[src/rtl/scan_ramp_gen_pkg.sv]
// Shared lock-datapath definitions: scan phase encoding plus the wide
// clamp/saturate helpers. The relock controller uses the same helpers.
package scan_ramp_gen_pkg;

    // Working width for ramp arithmetic. It leaves headroom for ramp +/- step
    // with data widths up to 32 bits, so intermediate sums never wrap.
    localparam int CW = 34;

    typedef logic signed [CW-1:0] wide_t;

    typedef enum logic [2:0] {
        PH_IDLE  = 3'd0,
        PH_DWELL = 3'd1,
        PH_UP1   = 3'd2,
        PH_DOWN  = 3'd3,
        PH_UP2   = 3'd4
    } phase_t;

    // Bound v to the closed interval [lo, hi].
    function automatic wide_t clamp(input wide_t v, input wide_t lo, input wide_t hi);
        if (v < lo) return lo;
        if (v > hi) return hi;
        return v;
    endfunction

    // Saturate v to the range of a w-bit signed number.
    function automatic wide_t saturate(input wide_t v, input int unsigned w);
        wide_t top;
        top = (wide_t'(1) <<< (w - 1)) - wide_t'(1);
        return clamp(v, -top - wide_t'(1), top);
    endfunction

endpackage

[src/rtl/scan_ramp_gen_if.sv]
// Control/status bundle between the relock controller (master) and the
// scan ramp generator (slave).
interface scan_ramp_gen_if
    import scan_ramp_gen_pkg::*;
#(
    parameter int R    = 14,
    parameter int DIVW = 16
);
    logic                run;
    logic signed [R-1:0] low_lim;
    logic signed [R-1:0] hig_lim;
    logic [R-1:0]        step;
    logic [DIVW-1:0]     div;
    logic signed [R-1:0] ramp_out;
    logic                trigger;
    phase_t              phase;
    logic                busy;

    modport master (
        output run, low_lim, hig_lim, step, div,
        input  ramp_out, trigger, phase, busy
    );

    modport slave (
        input  run, low_lim, hig_lim, step, div,
        output ramp_out, trigger, phase, busy
    );
endinterface

[src/rtl/scan_ramp_gen_prescaler.sv]
// Tick prescaler for the scan ramp: counts 0..div while enabled and
// flags a tick on the terminal count. Synchronous clear has priority.
module ramp_prescaler #(
    parameter int DIVW = 16
) (
    input  logic            clk,
    input  logic            rst,
    input  logic            en,
    input  logic            clr,
    input  logic [DIVW-1:0] div,
    output logic            tick
);
    logic [DIVW-1:0] cnt_q;

    // ">=" rather than "==" so a div lowered mid-count still wraps at once
    // instead of running the full counter range.
    assign tick = en && (cnt_q >= div);

    // Prescaler count: wraps on tick, frozen while disabled.
    // NOTE: clocked state is always written with <= so every register samples
    // the pre-edge values; blocking writes here would create ordering races.
    always_ff @(posedge clk) begin
        if (rst) begin
            cnt_q <= '0;
        end else if (clr) begin
            cnt_q <= '0;
        end else if (en) begin
            cnt_q <= tick ? '0 : cnt_q + DIVW'(1);
        end
    end
endmodule

[src/rtl/scan_ramp_gen.sv]
// Triangular scan generator: centre -> high -> low -> centre while run is
// high, one trigger pulse per completed period. Limits are latched only at
// the end of the centre dwell so the controller can retune between periods.
module scan_ramp_gen
    import scan_ramp_gen_pkg::*;
#(
    parameter int R     = 14,
    parameter int DIVW  = 16,
    parameter int DWELL = 16
) (
    input  logic             clk,
    input  logic             rst,
    scan_ramp_gen_if.slave   bus
);
    localparam logic [7:0] DWELL_LAST = 8'(DWELL - 1);

    phase_t              state_q, state_d;
    logic signed [R-1:0] ramp_q, ramp_d;
    logic signed [R-1:0] lo_q, lo_d;
    logic signed [R-1:0] hi_q, hi_d;
    logic signed [R-1:0] ctr_q, ctr_d;
    logic                trig_q, trig_d;
    logic [7:0]          dcnt_q, dcnt_d;

    logic                pre_en, pre_clr, tick;
    logic signed [R-1:0] sel_lo, sel_hi;
    wide_t               ramp_w, lo_w, hi_w, ctr_w, step_w, centre_w;
    wide_t               target_w, next_w;

    ramp_prescaler #(.DIVW(DIVW)) u_prescaler (
        .clk  (clk),
        .rst  (rst),
        .en   (pre_en),
        .clr  (pre_clr),
        .div  (bus.div),
        .tick (tick)
    );

    // Ordered limits and their floor midpoint, only consumed on the latch cycle.
    assign sel_lo   = (bus.low_lim <= bus.hig_lim) ? bus.low_lim : bus.hig_lim;
    assign sel_hi   = (bus.low_lim <= bus.hig_lim) ? bus.hig_lim : bus.low_lim;
    assign centre_w = (wide_t'(sel_lo) + wide_t'(sel_hi)) >>> 1;

    assign ramp_w = wide_t'(ramp_q);
    assign lo_w   = wide_t'(lo_q);
    assign hi_w   = wide_t'(hi_q);
    assign ctr_w  = wide_t'(ctr_q);
    // A zero step would stall the scan forever, so it behaves as one LSB.
    assign step_w = (bus.step == '0) ? wide_t'(1) : wide_t'({1'b0, bus.step});

    // Next-state and datapath update for the scan sequencer.
    // NOTE: every signal assigned below gets a default first, so no path can
    // leave one unassigned and infer a latch.
    always_comb begin
        state_d  = state_q;
        ramp_d   = ramp_q;
        lo_d     = lo_q;
        hi_d     = hi_q;
        ctr_d    = ctr_q;
        trig_d   = 1'b0;
        dcnt_d   = '0;
        pre_en   = 1'b0;
        pre_clr  = 1'b0;
        target_w = ctr_w;
        next_w   = ramp_w;

        if (!bus.run) begin
            // Dropping run always wins: park in IDLE with the output held.
            state_d = PH_IDLE;
        end else begin
            case (state_q)
                PH_IDLE: begin
                    state_d = PH_DWELL;
                end
                PH_DWELL: begin
                    if (dcnt_q == DWELL_LAST) begin
                        lo_d    = sel_lo;
                        hi_d    = sel_hi;
                        ctr_d   = R'(saturate(centre_w, R));
                        ramp_d  = R'(saturate(centre_w, R));
                        pre_clr = 1'b1;
                        state_d = PH_UP1;
                    end else begin
                        dcnt_d = dcnt_q + 8'd1;
                    end
                end
                PH_UP1, PH_DOWN, PH_UP2: begin
                    pre_en = 1'b1;
                    case (state_q)
                        PH_UP1:  target_w = hi_w;
                        PH_DOWN: target_w = lo_w;
                        default: target_w = ctr_w;
                    endcase
                    if (state_q == PH_DOWN) begin
                        next_w = clamp(ramp_w - step_w, target_w, hi_w);
                    end else begin
                        next_w = clamp(ramp_w + step_w, lo_w, target_w);
                    end
                    if (tick) begin
                        ramp_d = R'(saturate(next_w, R));
                        if (next_w == target_w) begin
                            case (state_q)
                                PH_UP1:  state_d = PH_DOWN;
                                PH_DOWN: state_d = PH_UP2;
                                default: begin
                                    state_d = PH_DWELL;
                                    trig_d  = 1'b1;
                                end
                            endcase
                        end
                    end
                end
                default: begin
                    state_d = PH_IDLE;
                end
            endcase
        end
    end

    // State and datapath registers, all returned to zero by reset.
    always_ff @(posedge clk) begin
        if (rst) begin
            state_q <= PH_IDLE;
            ramp_q  <= '0;
            lo_q    <= '0;
            hi_q    <= '0;
            ctr_q   <= '0;
            trig_q  <= 1'b0;
            dcnt_q  <= '0;
        end else begin
            state_q <= state_d;
            ramp_q  <= ramp_d;
            lo_q    <= lo_d;
            hi_q    <= hi_d;
            ctr_q   <= ctr_d;
            trig_q  <= trig_d;
            dcnt_q  <= dcnt_d;
        end
    end

    assign bus.ramp_out = ramp_q;
    assign bus.trigger  = trig_q;
    assign bus.phase    = state_q;
    assign bus.busy     = (state_q != PH_IDLE);

endmodule

[src/flat_wrapper.sv]
// flat-port wrapper written by rule: the top's interface ports become plain ports
module scan_ramp_gen_flat import scan_ramp_gen_pkg::*;
#(
    parameter int R     = 14,
    parameter int DIVW  = 16,
    parameter int DWELL = 16
)
  (clk, rst, bus_run, bus_low_lim, bus_hig_lim, bus_step, bus_div, bus_ramp_out, bus_trigger, bus_phase, bus_busy);
  scan_ramp_gen_if #(.R(R), .DIVW(DIVW)) bus_i ();
  input  logic clk;
  input  logic rst;
  input wire logic [$bits(bus_i.run)-1:0] bus_run;
  input wire logic [$bits(bus_i.low_lim)-1:0] bus_low_lim;
  input wire logic [$bits(bus_i.hig_lim)-1:0] bus_hig_lim;
  input wire logic [$bits(bus_i.step)-1:0] bus_step;
  input wire logic [$bits(bus_i.div)-1:0] bus_div;
  output wire logic [$bits(bus_i.ramp_out)-1:0] bus_ramp_out;
  output wire logic [$bits(bus_i.trigger)-1:0] bus_trigger;
  output wire logic [$bits(bus_i.phase)-1:0] bus_phase;
  output wire logic [$bits(bus_i.busy)-1:0] bus_busy;
  assign bus_i.run = bus_run;
  assign bus_i.low_lim = bus_low_lim;
  assign bus_i.hig_lim = bus_hig_lim;
  assign bus_i.step = bus_step;
  assign bus_i.div = bus_div;
  assign bus_ramp_out = bus_i.ramp_out;
  assign bus_trigger = bus_i.trigger;
  assign bus_phase = bus_i.phase;
  assign bus_busy = bus_i.busy;
  scan_ramp_gen #(.R(R), .DIVW(DIVW), .DWELL(DWELL)) u_core (.clk(clk), .rst(rst), .bus(bus_i));
endmodule
[config.mk]
export PLATFORM = sky130hd
export DESIGN_NAME = scan_ramp_gen_flat
export DESIGN_NICKNAME = d
export VERILOG_FILES = /design/src/rtl/scan_ramp_gen_pkg.sv /design/src/rtl/scan_ramp_gen_if.sv /design/src/rtl/scan_ramp_gen_prescaler.sv /design/src/rtl/scan_ramp_gen.sv /design/src/flat_wrapper.sv
export SDC_FILE = /design/constraint.sdc
export NUM_CORES = 1
export LEC_CHECK = 0
export ABC_AREA = 1
export BUFFER_PORTS_ARGS = -buffer_cell sky130_fd_sc_hd__buf_2
export CORE_MARGIN = 2
export CORE_UTILIZATION = 35
export DETAILED_ROUTE_END_ITERATION = 8
export PLACE_DENSITY = 0.52
export SETUP_SLACK_MARGIN = 0.05
export SLEW_MARGIN = 0
export SYNTH_ARGS = -nofsm -noshare
export SYNTH_HDL_FRONTEND = slang
export SYNTH_SLANG_ARGS = --single-unit
[constraint.sdc]
create_clock -name clk -period 6.4 [get_ports clk]
set_clock_uncertainty 0.2 [all_clocks]
set_input_delay 0.32 -clock clk [delete_from_list [all_inputs] [get_ports clk]]
set_output_delay 0.32 -clock clk [all_outputs]
set_load 0.02 [all_outputs]
==> impl_metrics.env, run 1 <==
export IMPL_outcome="complete, no violations"
export IMPL_fmax_mhz=168
export IMPL_yosys_register_bits=84
export IMPL_gr_total_overflow=0
export IMPL_route_vias_total=10900
export IMPL_clock_sinks=84
export IMPL_synth_adder_area_share_pct=17.9
export IMPL_setup_violations=0
export IMPL_vias_per_cell=5.27
export IMPL_dp_cells=2044
export IMPL_gp_congestion=0.981
export IMPL_synth_area_per_cell_um2=6.14
export IMPL_synthFlopType="dfxtp_1"
export IMPL_grt_pass1_vias=10100
export IMPL_synth_seq_area_share_pct=16.9
export IMPL_hold_depth=2
export IMPL_cts_resized=0
export IMPL_syn_inst=1626
export IMPL_worstHoldEndpoint="u_core.bus.ramp_out[1]$_SDFFE_PP0P_"
export IMPL_initialDrtViolationCount=1044
export IMPL_synthMuxAreaShare_pct=0
export IMPL_final_area_mm2=0.0110
export IMPL_drv_slew=0
export IMPL_drcViolationCount=0
export IMPL_reg2reg_to="u_core.bus.phase[2]$_SDFFE_PP0P_"
export IMPL_p_per_area_mw_per_mm2=261
export IMPL_rsz0062_at_grt="false"
export IMPL_slowest_delay_ps=610
export IMPL_syn_nets=1828
export IMPL_r2r_start="u_core.bus.ramp_out[0]$_SDFFE_PP0P_"
export IMPL_fillers=3126
export IMPL_cts_setup_buffers=0
export IMPL_cts_root_buf="clkbuf_16"
export IMPL_core_mm2=0.0279
export IMPL_grt_pass1_wl_mm=58.1
export IMPL_crit_required_ps=6490
export IMPL_dp_slack_ps=189
export IMPL_grt_max_degree=39
export IMPL_numCtsBuffers=9
export IMPL_placed_cell_area_mm2=0.0107
export IMPL_drv_cap=0
export IMPL_firstDrtPassIters=6
export IMPL_grtUsageTotal_pct=24.7
export IMPL_antenna_found_initial=0
export IMPL_setup_ws_ps=443
export IMPL_initial_utilization_pct=35.7
export IMPL_min_path_type="in2reg"
export IMPL_worst_setup_path_end_kind="register"
export IMPL_rows=61
export IMPL_drive_gt1_share_pct=8.86
export IMPL_stdcell_count=2060
export IMPL_synth_area_mm2=0.00998
export IMPL_yosysUniqueCellTypes=51
export IMPL_crit_path_start_kind="input port"
export IMPL_max_slew_worst_pin_slew_ps=1150
export IMPL_slew_limit_headroom_pct=23.6
export IMPL_ir_worst_vdd_mv=0.113
export IMPL_wl_per_cell_um=18.1
export IMPL_synthArstFlopShare_pct=0
export IMPL_ios=80
export IMPL_synth_top_family_by_area="simple AND/OR/NAND/NOR gates"
export IMPL_clockBufferDepth=2
export IMPL_min_period_ps=5960
export IMPL_mostFrequentLayoutCells="nand2_1, inv_1, nor2_1"
export IMPL_critical_path_arrival_ps=6050
export IMPL_crit_slowest_cell="nor4_1"
export IMPL_diodes=0
export IMPL_die_h_um=173
export IMPL_worst_r2r_setup_slack_ps=1010
export IMPL_syn_to_final_growth_pct=10.4
export IMPL_clk_latency_ps=360
export IMPL_cts_reportedPaths_clkPinSlew_ps=70
export IMPL_crit_type="in2reg"
export IMPL_hpwl_mm=30.6
export IMPL_synthSimpleGateAreaFrac_pct=36.2
export IMPL_period_share_pct=93.1
export IMPL_fin_nets=1879
export IMPL_synth_edf_count=0
export IMPL_die_area_mm2=0.0299
export IMPL_fin_setup_tns_ps=0
export IMPL_cp_common_cell="nand2_1"
export IMPL_die_w_um=173
export IMPL_ant_nets=0
export IMPL_rr_worst_depth=30
export IMPL_yosys_warnings=0
export IMPL_power_total_w=0.00287
export IMPL_hold_viol_final=0
export IMPL_final_common_cell="nand2_1"
export IMPL_port_buffers=79
export IMPL_htreeDepth=3
export IMPL_synth_compound_area_share_pct=14.2
export IMPL_yosys_area_share_xor_xnor_pct=3.60
export IMPL_holdBufCountCts=0
export IMPL_wirelength_mm=37.2
export IMPL_holdCritStartpoint="rst"
export IMPL_power_leakage_nw=5.70
export IMPL_worst_path_max_fanout=26
export IMPL_cts_tree="built"
## logic make-up after synthesis
kind of cell,Yosys count
AND/OR/NAND/NOR,840
buffers and inverters,289
AO/OA/AOI/OAI,231
adder cells (fa/ha/maj),141
flip-flops,84
XOR/XNOR,41
## how the worst max path moves through the flow
stage | start | endpoint | slack [ps] | cells past startpoint
floorplan | bus_step[7] | u_core.bus.phase[2]$_SDFFE_PP0P_ | 2000 | 35
global placement | bus_step[11] | u_core.bus.phase[2]$_SDFFE_PP0P_ | 230 | 32
detailed placement | bus_step[11] | u_core.bus.phase[2]$_SDFFE_PP0P_ | 190 | 32
CTS | bus_step[11] | u_core.bus.phase[2]$_SDFFE_PP0P_ | 520 | 32
global route | bus_step[11] | u_core.bus.phase[2]$_SDFFE_PP0P_ | 80 | 32
finish | bus_step[11] | u_core.bus.phase[2]$_SDFFE_PP0P_ | 440 | 32
## through the flow
step	util, %	hold WS, ps
final	39.4	40.1
after global routing	39.4	41.1
after CTS	39.4	34.4
after detailed placement	38.4	242
after global placement	38.4	233
after floorplan	-	199
## cell usage after synthesis (3+ instances only)
cell,instances,area share [%]
nand2_1,391,15
inv_1,223,8.4
nor2_1,194,7.3
nand3_1,162,8.1
ha_1,138,17
a21oi_1,104,5.2
dfxtp_1,84,17
nand4_1,47,2.9
o21ai_0,43,2.2
clkbuf_1,37,1.4
xor2_1,37,3.2
o32ai_1,28,2.5
nor3_1,18,0.90
buf_2,15,0.75
o21a_1,10,0.75
a21o_1,9,0.68
o21ai_2,8,0.70
inv_2,7,0.26
nand2_2,5,0.31
nor4_1,5,0.31
o21ai_1,5,0.25
nand3_2,4,0.40
o21bai_1,4,0.30
xnor2_1,4,0.35
a21boi_0,3,0.23
a221oi_1,3,0.26
buf_1,3,0.11
fa_1,3,0.60
nand3b_1,3,0.23
nor2_4,3,0.34
o211ai_1,3,0.23
## metal layers
| layer | global-route usage (%) | vias to the layer above | share of wire [%] |
|---|---|---|---|
| met1 | 34.0 | 5014 | 47 |
| met3 | 4.77 | 43 | 6.6 |
| met4 | 6.71 | 0 | 2.4 |
| met2 | 39.1 | 343 | 44 |
| li1 | - | 5452 | - |
| met5 | 0 | - | 0 |
## worst max-delay path, delay by kind of cell
kind	cells	cell delay [ps]
compound gates	3	630
xor+xnor	1	360
fa+ha+maj	3	880
buf+inv	3	330
simple gates	22	3520
## registers in the layout, summed over array words and instances, names as in the netlist
name / flops
u_core.bus.phase: 3
u_core.ctr_q: 14
u_core.dcnt_q: 8
u_core.lo_q: 14
u_core.hi_q: 14
u_core.u_prescaler.cnt_q: 16
u_core.bus.ramp_out: 14
u_core.bus.trigger: 1
## layout make-up
type                    instances  area, µm²  area share, %
repair buffers                 98        538           4.88
clock inverters                 4       31.3          0.284
multi-input cells            1253       7170           65.1
inverters                     231        867           7.87
well taps                     378        473           4.29
clock buffers                  12        256           2.33
flip-flops and latches         84       1680           15.3
## report_power, final
group	total, W	switching [W]	internal [W]
Sequential	0.000557	0.0000216	0.000535
Combinational	0.00180	0.00123	0.000573
Clock	0.000516	0.000229	0.000287
(Power assumes the default switching activity.)
==> run 2, diff against run 1 <==
- CTS_BUF_LIST: default -> sky130_fd_sc_hd__clkbuf_16
==> impl_metrics.env, run 2 (synthesized netlist as in run 1, its figures left out) <==
export IMPL_outcome="complete, no violations"
export IMPL_period_share_pct=93.3
export IMPL_wirelength_mm=37.1
export IMPL_initial_utilization_pct=35.7
export IMPL_rows=61
export IMPL_min_period_ps=5970
export IMPL_grt_max_degree=39
export IMPL_largest_register_ffs=16
export IMPL_setup_violations=0
export IMPL_vias_per_cell=5.29
export IMPL_endpoint="u_core.bus.phase[2]$_SDFFE_PP0P_"
export IMPL_grt_pass1_wl_mm=58.1
export IMPL_stdcell_count=2060
export IMPL_r2r_start="u_core.bus.ramp_out[0]$_SDFFE_PP0P_"
export IMPL_die_area_mm2=0.0299
export IMPL_fin_nets=1879
export IMPL_crit_required_ps=6490
export IMPL_cp_common_cell="nand2_1"
export IMPL_antenna_found_initial=0
export IMPL_power_total_w=0.00284
export IMPL_gr_total_overflow=0
export IMPL_crit_path_start_kind="input port"
export IMPL_cts_root_buf="clkbuf_16"
export IMPL_mostFrequentLayoutCells="nand2_1, inv_1, nor2_1"
export IMPL_ant_nets=0
export IMPL_top_register="u_core.u_prescaler.cnt_q"
export IMPL_die_h_um=173
export IMPL_power_leakage_nw=5.70
export IMPL_hold_viol_final=0
export IMPL_gp_congestion=0.981
export IMPL_crit_slowest_cell="nor4_1"
export IMPL_drv_cap=0
export IMPL_grtUsageTotal_pct=24.6
export IMPL_ir_worst_vdd_mv=0.111
export IMPL_firstDrtPassIters=5
export IMPL_drcViolationCount=0
export IMPL_cts_tree="built"
export IMPL_drive_gt1_share_pct=8.74
export IMPL_fmax_mhz=168
export IMPL_core_mm2=0.0279
export IMPL_clk_latency_ps=350
export IMPL_worst_setup_path_end_kind="register"
export IMPL_cts_resized=0
export IMPL_port_buffers=79
export IMPL_reg2reg_to="u_core.bus.phase[2]$_SDFFE_PP0P_"
export IMPL_worst_r2r_setup_slack_ps=1000
export IMPL_die_w_um=173
export IMPL_critical_path_arrival_ps=6050
export IMPL_syn_to_final_growth_pct=10.2
export IMPL_grt_pass1_vias=10100
export IMPL_rsz0062_at_grt="false"
export IMPL_crit_type="in2reg"
export IMPL_max_slew_worst_pin_slew_ps=1150
export IMPL_clock_sinks=84
export IMPL_diodes=0
export IMPL_clockBufferDepth=2
export IMPL_drv_slew=0
export IMPL_min_path_type="in2reg"
export IMPL_cp_startpoint="bus_step[11]"
export IMPL_slowest_delay_ps=600
export IMPL_numCtsBuffers=9
export IMPL_final_common_cell="nand2_1"
export IMPL_initialDrtViolationCount=953
export IMPL_hpwl_mm=30.6
export IMPL_worst_path_max_fanout=26
export IMPL_slew_limit_headroom_pct=23.2
export IMPL_ios=80
export IMPL_rr_worst_depth=30
export IMPL_wl_per_cell_um=18.0
export IMPL_dp_cells=2044
export IMPL_hold_ws_ps=48.6
export IMPL_cts_setup_buffers=0
export IMPL_p_per_area_mw_per_mm2=258
export IMPL_route_vias_total=10900
export IMPL_htreeDepth=3
export IMPL_holdBufCountCts=0
export IMPL_cts_reportedPaths_clkPinSlew_ps=70
export IMPL_fin_setup_tns_ps=0
## run 2: changes by cell type in the layout (fill, tap and decap cells not counted), sizes merged
cell | before | now
inv | 232 | 233
clkinv | 3 | 5
clkbuf | 12 | 9
## run 2: final cells by class
class	count	area [µm²]
well taps	378	473
flip-flops and latches	84	1680
fillers	3128	16900
clock inverters	7	42.5
clock buffers	9	225
repair buffers	98	538
inverters	231	867
multi-input cells	1253	7170
## run 2: metal layers
layer / vias up / global-route usage [%] / routed length (µm)
met5: - / 0 / 0
met4: 0 / 6.71 / 907
met3: 44 / 4.77 / 2620
met2: 361 / 39.1 / 16300
met1: 5031 / 34.0 / 17300
li1: 5454 / - / -
## run 2: worst min-delay path by stage
stage / from / endpoint / slack [ps] / cells past startpoint
floorplan: rst / u_core.bus.ramp_out[0]$_SDFFE_PP0P_ / 200 / 1
global placement: u_core.dcnt_q[0]$_SDFF_PP0_ / u_core.dcnt_q[0]$_SDFF_PP0_ / 230 / 1
detailed placement: u_core.dcnt_q[0]$_SDFF_PP0_ / u_core.dcnt_q[0]$_SDFF_PP0_ / 240 / 1
CTS: rst / u_core.bus.ramp_out[1]$_SDFFE_PP0P_ / 40 / 2
global route: rst / u_core.bus.ramp_out[0]$_SDFFE_PP0P_ / 40 / 2
finish: rst / u_core.bus.ramp_out[1]$_SDFFE_PP0P_ / 50 / 2
## run 2: power by group
part	leakage, nW	switching (W)	internal, W
Combinational	4.88	0.00123	0.000573
Clock	0.136	0.000222	0.000262
Sequential	0.678	0.0000214	0.000535
Total	5.70	0.00147	0.00137
## run 2: critical path: cells and delay by family
| kind | cells | cell delay [ps] |
|---|---|---|
| xor+xnor | 1 | 350 |
| compound gates | 3 | 630 |
| buf+inv | 3 | 330 |
| simple gates | 22 | 3520 |
| fa+ha+maj | 3 | 870 |
## run 2: metrics by stage
stage	worst slack (ps)	utilization, %	area (µm²)
finish	431	39.4	11000
global route	84.8	39.4	11000
CTS	524	39.4	11000
detailed placement	189	38.4	10700
global placement	228	38.4	10700
floorplan	2000	-	9980
==> run 3, diff against run 2 <==
- PLACE_DENSITY: 0.52 -> 0.51
- clock period: 6.4 -> 5.8 ns (I/O delays scaled with it)
==> impl_metrics.env, run 3 (synthesized netlist as in run 1, its figures left out) <==
export IMPL_outcome="complete, no violations"
export IMPL_final_area_mm2=0.0111
export IMPL_htreeDepth=3
export IMPL_cp_startpoint="bus_step[11]"
export IMPL_max_slew_worst_pin_slew_ps=1180
export IMPL_drv_cap=0
export IMPL_ir_worst_vdd_mv=0.122
export IMPL_clk_latency_ps=360
export IMPL_initialDrtViolationCount=1039
export IMPL_clock_sinks=84
export IMPL_met3_length_mm=2.02
export IMPL_grt_max_degree=44
export IMPL_rows=61
export IMPL_syn_to_final_growth_pct=11.2
export IMPL_dp_cells=2052
export IMPL_crit_required_ps=5890
export IMPL_placed_cell_area_mm2=0.0108
export IMPL_rr_worst_depth=27
export IMPL_crit_type="in2reg"
export IMPL_cts_reportedPaths_clkPinSlew_ps=60
export IMPL_die_w_um=173
export IMPL_worst_r2r_setup_slack_ps=780
export IMPL_die_h_um=173
export IMPL_mostFrequentLayoutCells="nand2_1, inv_1, nor2_1"
export IMPL_cts_resized=0
export IMPL_grt_pass1_vias=9910
export IMPL_diodes=0
export IMPL_p_per_area_mw_per_mm2=283
export IMPL_antenna_found_initial=0
export IMPL_grtUsageTotal_pct=24.1
export IMPL_worst_path_max_fanout=17
export IMPL_crit_slowest_cell="fa_1"
export IMPL_holdBufCountCts=0
export IMPL_wl_met1_mm=17.8
export IMPL_fin_nets=1887
export IMPL_largest_register_ffs=16
export IMPL_crit_path_start_kind="input port"
export IMPL_vias_per_cell=5.24
export IMPL_top_register="u_core.u_prescaler.cnt_q"
export IMPL_endpoint="u_core.bus.phase[2]$_SDFFE_PP0P_"
export IMPL_port_buffers=79
export IMPL_ant_nets=0
export IMPL_fillers=3092
export IMPL_critical_path_arrival_ps=5370
export IMPL_cp_num_cells=32
export IMPL_seq_area_mm2=0.00168
export IMPL_drcViolationCount=0
export IMPL_slowest_delay_ps=420
export IMPL_clockBufferDepth=2
export IMPL_setup_ws_ps=526
export IMPL_fmax_mhz=190
export IMPL_final_common_cell="nand2_1"
export IMPL_reg2reg_to="u_core.bus.phase[2]$_SDFFE_PP0P_"
export IMPL_critPathBufInv=4
export IMPL_die_area_mm2=0.0299
export IMPL_drv_slew=0
export IMPL_cp_common_cell="nand2_1"
export IMPL_gp_congestion=0.953
export IMPL_min_path_type="in2reg"
export IMPL_setup_violations=0
export IMPL_fin_setup_tns_ps=0
export IMPL_gr_total_overflow=0
export IMPL_hold_viol_final=0
export IMPL_initial_utilization_pct=35.7
export IMPL_dp_slack_ps=123
export IMPL_core_mm2=0.0279
export IMPL_multi_input_area_mm2=0.00718
export IMPL_rsz0062_at_grt="false"
export IMPL_stdcell_count=2068
export IMPL_grt_pass1_wl_mm=56.9
export IMPL_slew_limit_headroom_pct=21.6
export IMPL_highest_layer="met4"
export IMPL_route_vias_total=10800
export IMPL_firstDrtPassIters=5
export IMPL_hpwl_mm=30.3
export IMPL_numCtsBuffers=9
export IMPL_period_share_pct=90.9
export IMPL_cts_tree="built"
export IMPL_r2r_start="u_core.bus.ramp_out[9]$_SDFFE_PP0P_"
export IMPL_cts_root_buf="clkbuf_16"
export IMPL_wl_per_cell_um=17.7
export IMPL_drive_gt1_share_pct=9.35
export IMPL_cp_top_family="simple AND/OR/NAND/NOR gates"
export IMPL_power_leakage_nw=5.73
export IMPL_cts_setup_buffers=0
export IMPL_ios=80
export IMPL_wirelength_mm=36.5
export IMPL_met2WireLength_mm=16.1
export IMPL_hold_ws_ps=23.1
export IMPL_worst_setup_path_end_kind="register"
export IMPL_min_period_ps=5270
[run 3: stage by stage]
stage	power [W]	util, %
floorplan	0.00197	-
global placement	0.00256	38.7
detailed placement	0.00256	38.7
CTS	0.00312	39.7
global route	0.00342	39.7
finish	0.00314	39.7
[run 3: worst min path at each step]
stage	start	end	slack (ps)	depth (start not counted)
floorplan	rst	u_core.bus.ramp_out[0]$_SDFFE_PP0P_	170	1
global placement	u_core.dcnt_q[0]$_SDFF_PP0_	u_core.dcnt_q[0]$_SDFF_PP0_	240	1
detailed placement	u_core.dcnt_q[0]$_SDFF_PP0_	u_core.dcnt_q[0]$_SDFF_PP0_	240	1
CTS	rst	u_core.bus.ramp_out[1]$_SDFFE_PP0P_	10	2
global route	rst	u_core.bus.ramp_out[1]$_SDFFE_PP0P_	20	2
finish	rst	u_core.bus.ramp_out[1]$_SDFFE_PP0P_	20	2
[run 3: worst register-to-register path: stages (launching register included)]
cell,delay (ps)
dfxtp_1,380
ha_1,490
nand2_1,150
nor2_1,210
nand3_1,110
nand3_1,140
xor2_1,460
inv_1,160
ha_1,210
a21oi_1,110
o21ai_0,90
a21boi_0,410
nand2_2,110
nand3_2,310
inv_1,120
nand2_1,70
nand3_1,70
nand2_1,110
nand2_1,110
nand2_1,70
nand2_1,70
nor2_1,80
nand2_1,70
nor2_2,220
nand3_2,130
nand2_2,100
nand2_1,80
a21oi_2,120
[run 3: layout make-up]
class                   instances  area share, %
flip-flops and latches         84           15.2
repair buffers                106           5.61
clock inverters                 7          0.462
well taps                     378           4.26
inverters                     231           7.81
clock buffers                   9           2.03
multi-input cells            1253           64.7
[run 3: per-layer routing]
metal  vias to the layer above  track usage (%)
met2                       342             39.0
met5                         -                0
met4                         0             4.20
met3                        35             2.51
met1                      4985             34.8
li1                       5466                -
[run 3: power by group]
| part | leakage, nW | total (W) | internal (W) | switching, W |
|---|---|---|---|---|
| Clock | 0.126 | 0.000551 | 0.000292 | 0.000260 |
| Sequential | 0.678 | 0.000614 | 0.000590 | 0.0000234 |
| Combinational | 4.93 | 0.00197 | 0.000658 | 0.00132 |
